## src/rtl/wallace_pkg.sv

```systemverilog
// Shared widths and types for the 5x5 Wallace-tree multiplier front end.
// Imported by wallace_csa and wallace_tree_reduction.
package wallace_pkg;

    localparam int A_W = 5;
    localparam int P_W = 2 * A_W;

    typedef logic [A_W-1:0] operand_t;
    typedef logic [P_W-1:0] result_t;

endpackage

```

## src/rtl/wallace_csa.sv

```systemverilog
// Bitwise 3:2 compressor on three P_W vectors.
// Ports: x_i, y_i, z_i addends; sum_o bitwise sum; carry_o majority shifted
// left by one and truncated to P_W. Columns with a zero input act as half adders.
module wallace_csa
    import wallace_pkg::*;
(
    input  result_t x_i,
    input  result_t y_i,
    input  result_t z_i,
    output result_t sum_o,
    output result_t carry_o
);

    always_comb begin
        sum_o   = x_i ^ y_i ^ z_i;
        carry_o = '0;
        // The top column's carry would land at weight P_W and is dropped.
        for (int i = 0; i < P_W - 1; i++) begin
            carry_o[i+1] = (x_i[i] & y_i[i]) | (x_i[i] & z_i[i]) | (y_i[i] & z_i[i]);
        end
    end

endmodule

```

## src/rtl/wallace_tree_reduction.sv

```systemverilog
// Unsigned 5x5 multiplier front end: partial products reduced by a 3-stage
// Wallace tree into registered carry-save rows r1 (sum) and r2 (carry).
// Ports: clk, rst_n (async, active low), in_valid/a/b in; out_valid/r1/r2 out.
// Optional macro WALLACE_FINAL_ADD_EN adds a registered ripple-adder product port.
module wallace_tree_reduction
    import wallace_pkg::*;
(
    input  logic     clk,
    input  logic     rst_n,
    input  logic     in_valid,
    input  operand_t a,
    input  operand_t b,
    output logic     out_valid,
    output result_t  r1,
    output result_t  r2
`ifdef WALLACE_FINAL_ADD_EN
    ,
    output result_t  product
`endif
);

    result_t pp [A_W];
    result_t s1, c1, s2, c2;
    result_t r1_d, r2_d;

    // Row i holds a & b[i], shifted to weight i.
    always_comb begin
        for (int i = 0; i < A_W; i++) begin
            pp[i] = result_t'(a & {A_W{b[i]}}) << i;
        end
    end

    // Stage 1: rows 0-2 -> 2 rows; rows 3 and 4 pass through.
    wallace_csa u_stage1 (
        .x_i     (pp[0]),
        .y_i     (pp[1]),
        .z_i     (pp[2]),
        .sum_o   (s1),
        .carry_o (c1)
    );

    // Stage 2: s1, c1, row 3 -> 2 rows; row 4 passes through.
    wallace_csa u_stage2 (
        .x_i     (s1),
        .y_i     (c1),
        .z_i     (pp[3]),
        .sum_o   (s2),
        .carry_o (c2)
    );

    // Stage 3: final pair of rows.
    wallace_csa u_stage3 (
        .x_i     (s2),
        .y_i     (c2),
        .z_i     (pp[4]),
        .sum_o   (r1_d),
        .carry_o (r2_d)
    );

    // Registers only load on in_valid, so X on idle operands never lands.
    always_ff @(posedge clk or negedge rst_n) begin
        if (!rst_n) begin
            out_valid <= 1'b0;
            r1        <= '0;
            r2        <= '0;
        end else begin
            out_valid <= in_valid;
            if (in_valid) begin
                r1 <= r1_d;
                r2 <= r2_d;
            end
        end
    end

`ifdef WALLACE_FINAL_ADD_EN
    result_t prod_d;
    logic    cy;

    // Ripple carry-propagate adder; carry out of bit P_W-1 is discarded.
    always_comb begin
        prod_d = '0;
        cy     = 1'b0;
        for (int i = 0; i < P_W; i++) begin
            prod_d[i] = r1_d[i] ^ r2_d[i] ^ cy;
            cy        = (r1_d[i] & r2_d[i]) | (cy & (r1_d[i] ^ r2_d[i]));
        end
    end

    always_ff @(posedge clk or negedge rst_n) begin
        if (!rst_n) begin
            product <= '0;
        end else if (in_valid) begin
            product <= prod_d;
        end
    end
`endif

endmodule

```

## config.mk

```make
export PLATFORM = sky130hd
export DESIGN_NAME = wallace_tree_reduction
export DESIGN_NICKNAME = d
export VERILOG_FILES = /design/src/rtl/wallace_pkg.sv /design/src/rtl/wallace_csa.sv /design/src/rtl/wallace_tree_reduction.sv
export SDC_FILE = /design/constraint.sdc
export NUM_CORES = 1
export LEC_CHECK = 0
export ABC_AREA = 1
export BUFFER_PORTS_ARGS = -buffer_cell sky130_fd_sc_hd__clkbuf_2
export CAP_MARGIN = 10
export CORE_MARGIN = 2
export CORE_UTILIZATION = 30
export DETAILED_ROUTE_END_ITERATION = 6
export PLACE_DENSITY = 0.49
export SLEW_MARGIN = 40
export SYNTH_ARGS = -nofsm -noshare
export SYNTH_HDL_FRONTEND = slang
export SYNTH_SLANG_ARGS = --single-unit
```

## constraint.sdc

```tcl
create_clock -name clk -period 0.89 [get_ports clk]
set_input_delay 0.0445 -clock clk [delete_from_list [all_inputs] [get_ports clk]]
set_output_delay 0.0445 -clock clk [all_outputs]
set_load 0.005 [all_outputs]
```

==> results.json, run 1 <==
{
  "outcome": "finished with violations",
  "violations": "setup timing",
  "yosys_warnings": 0,
  "cp.arrival_ns": 1.85,
  "htreeDepth": 1,
  "io_buffers": 27,
  "startpoint_type": "input pin",
  "grtUsageMet3_pct": 2.679,
  "hold_viol": 0,
  "grt.total_usage_pct": 12.42,
  "yosysSeqAreaShare_pct": 35.89,
  "clk_latency_ns": 0.27,
  "grt_pass1_wl_microns": 3905,
  "drcViolationCount": 0,
  "layout_min_cycle_time_ns": 1.680,
  "setup_violations": 11,
  "slowest_stage": "fa_2",
  "use_met2_pct": 22.47,
  "crit_family": "adder cells",
  "drt_iter0_drc": 41,
  "powerDensity_nw_per_um2": 1247,
  "tritoncts": "yes",
  "maxSlewViolCount": 0,
  "r2r_slack_ns": 0.15,
  "path_clk_slew_ns": 0.08,
  "cp_num_buf_inv": 2,
  "ys_ff_latch": 15,
  "fillers": 348,
  "use_met1_pct": 15.14,
  "synth_cell_types": 10,
  "post-place-ws_ns": -1.134,
  "max-cap-violations": 0,
  "synthesis.area_sq_um": 1046,
  "cts_num_sinks": 15,
  "die_w_microns": 63.05,
  "vias": 872,
  "top_usage_layer": "met2",
  "syn_area_per_cell_sq_um": 8.236,
  "setup_slack_ns": -0.7900,
  "path_cells": "clkbuf_16, nand2_8, fa_2, inv_2, fa_2, fa_1, nand2_1, nand2_1",
  "crit_required_ns": 1.06,
  "p_leak_nw": 0.8992,
  "syn2layout_area_growth_pct": 46.29,
  "io_pins": 34,
  "nets": 198,
  "initial_utilization_pct": 31.35,
  "place.gp.congestion": 0.7828,
  "dp_hpwl_microns": 1864,
  "final_core_util_pct": 45.86,
  "viasPerCell": 4.056,
  "rsz0062_at_grt": "true",
  "core-area_sq_um": 3337,
  "whs_ns": 0.05741,
  "first_global_vias": 887,
  "diodes": 0,
  "first_pass_iters": 2,
  "die_h_microns": 63.05,
  "vdd_drop_max_uv": 854.9,
  "antenna_found_initial": 0,
  "wl_per_cell_microns": 10.19,
  "crit_path_end_kind": "register",
  "path_max_fanout": 2,
  "grt-ovfl-total": 0,
  "syn_inst": 127,
  "drive_above_1_share_pct": 44.38,
  "multi_input_area_sq_um": 661.9,
  "antenna_left": 0,
  "rows": 21,
  "seqCellArea_sq_um": 375.4,
  "cpPeakStageDelay_ns": 0.54,
  "dieArea_sq_um": 3975,
  "fmax_mhz": 595.2,
  "hold_class": "input pin to register",
  "finClkSkew_ns": 0,
  "grt_start_max_net_pins": 16,
  "crit_type": "input pin to register",
  "period_share_pct": 188.8,
  "numCtsBuffers": 3,
  "drt-total-wl_microns": 2191,
  "clockBufferDepth": 2,
  "root_buffer": "clkbuf_4"
}
[where the power goes]
group          total (mW)  switching (mW)  leakage (nW)  internal [mW]
clock network       0.375           0.201        0.0150          0.173
registers           0.842          0.0595         0.191          0.782
logic               0.691           0.342         0.693          0.349
total                1.91           0.603         0.899           1.30
[repair_timing]
item / in CTS / in global routing
hold endpoints to repair: 15 / 0
setup endpoints to repair: 11 / 12
hold buffers: 1 / 0
setup buffers: 0 / 1
pin swaps: 2 / 15
gates resized for setup: 13 / 17
[stage by stage]
stage               TNS, ns  cells  cell area, sq um  power [mW]
CTS                  -5.922    214              1484       1.905
finish               -5.703    215              1530       1.908
floorplan            -6.102    132              1160       1.188
global route         -5.908    215              1530       2.093
global placement     -9.925    209              1391       1.471
detailed placement   -10.12    209              1391       1.478
[layout by cell type, fill, tap and decap left out, drive strengths merged]
| cell type | synthesis | routed |
|---|---|---|
| nand2 | 63 | 63 |
| nand3 | 2 | 2 |
| conb | 1 | 6 |
| dfrtp | 15 | 15 |
| inv | 23 | 23 |
| dlygate4sd3 | 0 | 1 |
| clkbuf | 0 | 27 |
| buf | 8 | 17 |
| fa | 11 | 11 |
| ha | 4 | 4 |
[flip-flops by register name, summed over array words and instances (netlist names)]
signal,cells
out_valid,1
r2,5
r1,9
[kinds of logic after synthesis]
family / after synthesis / synth area share, %
fa+ha+maj: 15 / 25.84
buf+inv: 31 / 14.35
flops: 15 / 35.89
other cells: 1 / 0.3585
simple gates: 65 / 23.56
[worst register-to-register path, delay by kind of cell (launching register included)]
family | cells | cell delay (ns)
buffers and inverters | 1 | 0.14
flip-flops | 1 | 0.40
AND/OR/NAND/NOR | 2 | 0.09
[metal layers]
| layer | share of wire (%) | wire [microns] |
|---|---|---|
| met3 | 2.3 | 50 |
| met2 | 53 | 1153 |
| met5 | 0 | 0 |
| met4 | 0.64 | 14 |
| met1 | 44 | 973 |
[worst paths after layout]
| path | startpoint | end | cells past startpoint |
|---|---|---|---|
| min in group asynchronous | rst_n | r1[5] | 2 |
| max in group asynchronous | rst_n | r1[0] | 2 |
| worst max-delay path | b[2] | r1[4] | 8 |
| worst max register to register | r1[4] | r1[4] | 3 |
| worst min register to register | r2[5] | r2[5] | 2 |
| worst min-delay path | b[4] | r1[8] | 3 |
[area by class of cell]
class | count | area share, %
clock buffers | 4 | 1.717
inverters | 23 | 5.805
multi-input cells | 86 | 43.25
flip-flops and latches | 15 | 24.53
well taps | 46 | 3.761
repair buffers | 41 | 20.93
[synthesized netlist by cell type]
library cell	n	share of area (%)
nand2_1	63	23
conb_1	1	0.36
buf_6	1	1.1
nand3_1	2	0.96
inv_2	1	0.36
dfrtp_1	15	36
inv_1	22	7.9
fa_1	11	21
ha_1	4	4.8
buf_4	7	5.0
No activity file was read; power rests on OpenSTA's default activity.
==> run 2, diff against run 1 <==
--- a/config.mk
+++ b/config.mk
@@ -9,9 +9,9 @@
 export BUFFER_PORTS_ARGS = -buffer_cell sky130_fd_sc_hd__clkbuf_2
 export CAP_MARGIN = 10
 export CORE_MARGIN = 2
-export CORE_UTILIZATION = 30
+export CORE_UTILIZATION = 50
 export DETAILED_ROUTE_END_ITERATION = 6
-export PLACE_DENSITY = 0.49
+export PLACE_DENSITY = 0.76
 export SLEW_MARGIN = 40
 export SYNTH_ARGS = -nofsm -noshare
 export SYNTH_HDL_FRONTEND = slang
==> run 2 against run 1 <==
The run still ends with setup timing left. Critical path depth unchanged. Total power increased by 0.88%. Combinational power increased by 2.9%. Wire length increased by 13%. Setup slack improved by 0.0083 ns. Non-clock buffer count increased by 2. Sequential share of layout area increased by 0.12 points. Final area decreased by 0.49%. First-iteration DRC count decreased by 68%. Maximum frequency increased by 0.50%. Worst hold slack got worse by 0.0053 ns.
==> results.json, run 2 (synthesis gave the netlist of run 1 again) <==
{
  "hold_viol": 0,
  "numCtsBuffers": 3,
  "drive_above_1_share_pct": 46.78,
  "place.gp.congestion": 0.8072,
  "first_global_vias": 929,
  "vdd_drop_max_uv": 913.6,
  "max-cap-violations": 0,
  "cts_num_sinks": 15,
  "drt-total-wl_microns": 2466,
  "period_share_pct": 187.8,
  "switchingPower_uw": 628.8,
  "top_register": "r1",
  "io_pins": 34,
  "antenna_found_initial": 0,
  "dieArea_sq_um": 2474,
  "layout_commonest_cell": "nand2_1",
  "viasPerCell": 4.586,
  "seqCellArea_sq_um": 375.4,
  "path_max_fanout": 5,
  "crit_required_ns": 1.07,
  "p_seq_share_pct": 43.5,
  "grt_start_max_net_pins": 16,
  "path_clk_slew_ns": 0.09,
  "tritoncts": "yes",
  "htreeDepth": 1,
  "rows": 16,
  "p_clk_share_pct": 19.6,
  "power.total_mw": 1.925,
  "rsz0062_at_grt": "true",
  "maxSlewViolCount": 0,
  "p_leak_nw": 0.9052,
  "io_buffers": 27,
  "startpoint_type": "input pin",
  "final_cell_mix": "nand2_1, clkbuf_2, dfrtp_1",
  "cp.arrival_ns": 1.85,
  "crit_path_end_kind": "register",
  "post-place-ws_ns": -1.227,
  "syn2layout_area_growth_pct": 45.57,
  "internal_power_mw": 1.296,
  "wl_per_cell_microns": 12.45,
  "largest_reg_flops": 9,
  "grt-ovfl-total": 0,
  "hold_class": "input pin to register",
  "fmax_mhz": 598.2,
  "setup_slack_ns": -0.7817,
  "grt_pass1_wl_microns": 4091,
  "finClkSkew_ns": 0,
  "multi_input_area_sq_um": 676.9,
  "die_h_microns": 49.74,
  "dp_hpwl_microns": 1916,
  "layout_min_cycle_time_ns": 1.672,
  "top_regs": "r1 (9), r2 (5), out_valid (1)",
  "powerDensity_nw_per_um2": 1264,
  "drcViolationCount": 0,
  "root_buffer": "clkbuf_4",
  "nets": 200,
  "drt_iter0_drc": 13,
  "place_area_sq_um": 1370,
  "grt.total_usage_pct": 22.21,
  "clockBufferDepth": 2,
  "stdcell_area_sq_um": 1523,
  "vias": 908,
  "swShare_pct": 32.67,
  "initial_utilization_pct": 53.32,
  "crit_type": "input pin to register",
  "setup_tns_ns": -5.697,
  "comb_power_share_pct": 36.9,
  "diodes": 0,
  "clk_latency_ns": 0.28,
  "die_w_microns": 49.74,
  "outcome": "finished with violations",
  "first_pass_iters": 4,
  "antenna_left": 0,
  "violations": "setup timing",
  "whs_ns": 0.05214,
  "core-area_sq_um": 1962,
  "setup_violations": 11,
  "fillers": 137
}
run 2: through the flow:
| step | instances | utilization [%] |
|---|---|---|
| final | 198 | 77.61 |
| after global routing | 198 | 77.61 |
| after CTS | 198 | 75.00 |
| after detailed placement | 192 | 69.83 |
| after global placement | 192 | 69.83 |
| after floorplan | 132 | - |
run 2: power by group through the flow:
| stage | Clock (mW) | Combinational, mW | Sequential (mW) |
|---|---|---|---|
| floorplan | 0 | 0.332 | 0.856 |
| global route | 0.432 | 0.794 | 0.853 |
| CTS | 0.392 | 0.667 | 0.839 |
| detailed placement | 0 | 0.630 | 0.851 |
| global placement | 0 | 0.599 | 0.848 |
| finish | 0.377 | 0.711 | 0.837 |
run 2: critical path, cell delays in order:
cell       delay (ns)
clkbuf_16        0.13
nand2_8          0.05
fa_1             0.51
inv_2            0.05
fa_2             0.54
fa_1             0.42
nand2_1          0.07
nand2_1          0.04
run 2: path summary, 6_finish.rpt:
kind | cells past startpoint | end | from | slack (ns)
min | 1 | out_valid | in_valid | 0.05
max in group asynchronous | 2 | r2[7] | rst_n | 0.42
min reg2reg | 2 | r2[5] | r2[5] | 0.48
max | 8 | r1[4] | b[2] | -0.78
min in group asynchronous | 2 | r1[4] | rst_n | 0.20
max reg2reg | 2 | r1[8] | r1[8] | 0.26
run 2: area by class of cell:
class                      instances  area share [%]
clock buffer                       3           1.479
clock inverter                     1          0.3287
inverter                          23           5.670
multi-input combinational         86           44.45
sequential                        15           24.65
tap                               27           2.219
timing repair buffer              43           21.20
run 2: repair_timing:
item	CTS	global route
resized for setup	14	20
setup buffers	1	0
hold buffers	1	0
pin swaps	3	10
endpoints found under the hold margin	15	0
endpoints found under the setup margin	11	11
run 2: routing by layer:
| metal | global-route usage, % | share of wire, % | vias to the layer above |
|---|---|---|---|
| li1 | - | - | 444 |
| met1 | 25.15 | 36 | 428 |
| met2 | 40.89 | 57 | 32 |
| met3 | 6.061 | 5.6 | 4 |
| met4 | 5.556 | 1.1 | 0 |
| met5 | 0 | 0 | - |
==> run 3, diff against run 2 <==
--- a/config.mk
+++ b/config.mk
@@ -12,6 +12,7 @@
 export CORE_UTILIZATION = 50
 export DETAILED_ROUTE_END_ITERATION = 6
 export PLACE_DENSITY = 0.76
+export SKIP_CTS_REPAIR_TIMING = 1
 export SLEW_MARGIN = 40
 export SYNTH_ARGS = -nofsm -noshare
 export SYNTH_HDL_FRONTEND = slang
==> run 3 against run 2 <==
The flow still finishes with violations (setup timing). Register-to-register slack got worse by 0.04 ns. Critical path depth unchanged. Sequential share of layout area decreased by 0.10 points. Clock-buffer cell count unchanged. Global-route usage decreased by 1.4 points. Final area increased by 0.41%. Maximum frequency increased by 0.60%. Clock power increased by 2%. Combinational power increased by 1%. First-iteration DRC count increased by 54%. Largest cell class unchanged.
==> results.json, run 3 (synthesis gave the netlist of run 1 again) <==
{
  "outcome": "finished with violations",
  "violations": "setup timing",
  "fillers": 135,
  "drive_above_1_share_pct": 46.51,
  "htreeDepth": 1,
  "place.gp.congestion": 0.8072,
  "root_buffer": "clkbuf_4",
  "r2r_slack_ns": 0.22,
  "grt.total_usage_pct": 20.85,
  "core-area_sq_um": 1962,
  "nets": 201,
  "p_leak_nw": 0.9069,
  "rows": 16,
  "cp_num_buf_inv": 2,
  "drcViolationCount": 0,
  "antenna_left": 0,
  "rsz0062_at_grt": "true",
  "crit_path_end_kind": "register",
  "path_clk_slew_ns": 0.09,
  "dieArea_sq_um": 2474,
  "tritoncts": "yes",
  "timing.rr.end": "r1[8]",
  "finClkSkew_ns": 0,
  "grt-ovfl-total": 0,
  "diodes": 0,
  "power.total_mw": 1.942,
  "r2r_cells": 2,
  "powerDensity_nw_per_um2": 1270,
  "max-cap-violations": 0,
  "top_register": "r1",
  "cpPeakStageDelay_ns": 0.55,
  "post-place-ws_ns": -1.227,
  "dp_hpwl_microns": 1916,
  "vias": 944,
  "die_h_microns": 49.74,
  "crit_family": "adder cells",
  "vdd_drop_max_uv": 920.7,
  "hold_viol": 0,
  "drt_iter0_drc": 20,
  "layout_min_cycle_time_ns": 1.662,
  "period_share_pct": 186.7,
  "antenna_found_initial": 0,
  "syn2layout_area_growth_pct": 46.17,
  "die_w_microns": 49.74,
  "viasPerCell": 4.744,
  "path_cells": "buf_8, nand2_4, fa_1, inv_2, fa_2, fa_1, nand2_1, nand2_1",
  "place_area_sq_um": 1370,
  "rr_startpoint": "r1[8]",
  "crit_type": "input pin to register",
  "largest_reg_flops": 9,
  "grt_start_max_net_pins": 16,
  "hold_start": "b[4]",
  "cp.arrival_ns": 1.85,
  "top_regs": "r1 (9), r2 (5), out_valid (1)",
  "wl_per_cell_microns": 12.61,
  "slowest_stage": "fa_1",
  "io_buffers": 27,
  "initial_utilization_pct": 53.32,
  "numCtsBuffers": 3,
  "maxSlewViolCount": 0,
  "final_cell_mix": "nand2_1, clkbuf_2, buf_4, dfrtp_1",
  "first_global_vias": 916,
  "path_max_fanout": 4,
  "startpoint_type": "input pin",
  "grt_pass1_wl_microns": 3857,
  "setup_violations": 11,
  "clockBufferDepth": 2,
  "layout_commonest_cell": "nand2_1",
  "worst-path-stages": 8,
  "hold_depth": 3,
  "hold-path-endpoint": "r1[8]",
  "fmax_mhz": 601.8,
  "stdcell_area_sq_um": 1529,
  "cts_num_sinks": 15,
  "first_pass_iters": 4,
  "io_pins": 34,
  "setup_slack_ns": -0.7718,
  "hold_class": "input pin to register",
  "clk_latency_ns": 0.29,
  "crit_required_ns": 1.08,
  "drt-total-wl_microns": 2509
}
[run 3: cell types whose count changed in the layout (fill, tap and decap cells not counted), sizes merged]
cell    previous run  this run
buf               19        23
clkbuf            26        23
[run 3: layer usage]
metal / vias up / track usage [%] / share of wire (%)
li1: 441 / - / -
met1: 456 / 23.54 / 36
met2: 37 / 38.00 / 55
met3: 10 / 6.061 / 5.3
met4: 0 / 5.556 / 3.3
met5: - / 0 / 0
[run 3: worst max-delay path by stage]
| stage | startpoint | to | slack [ns] |
|---|---|---|---|
| floorplan | b[2] | r1[4] | -0.85 |
| global placement | b[2] | r1[5] | -1.17 |
| detailed placement | b[2] | r1[5] | -1.23 |
| CTS | b[2] | r1[5] | -0.93 |
| global route | a[3] | r1[4] | -0.80 |
| finish | b[1] | r1[4] | -0.77 |
[run 3: power by group]
group / leakage, nW / internal, mW / switching [mW]
Clock: 0.0177 / 0.167 / 0.218
Sequential: 0.191 / 0.782 / 0.0568
Combinational: 0.698 / 0.351 / 0.367
[run 3: area by class of cell]
type	instances	area, sq um	area share, %
inverter	23	88.84	5.810
multi-input combinational	86	674.4	44.11
timing repair buffer	44	329.1	21.52
tap	27	33.78	2.209
clock inverter	1	5.005	0.3273
sequential	15	375.4	24.55
clock buffer	3	22.52	1.473
[run 3: tightest hold or removal path: stages]
cell	delay, ns
clkbuf_2	0.13
nand3_1	0.08
nand2_1	0.05
[run 3: stage by stage]
stage               std cells  util [%]  hold WS [ns]  TNS (ns)
CTS                       196     71.24       -0.3326    -7.220
global placement          192     69.83      -0.03454    -10.22
global route              199     77.93       0.05160    -5.833
detailed placement        192     69.83      -0.02025    -10.65
floorplan                 132         -       -0.2511    -6.102
finish                    199     77.93       0.03920    -5.414
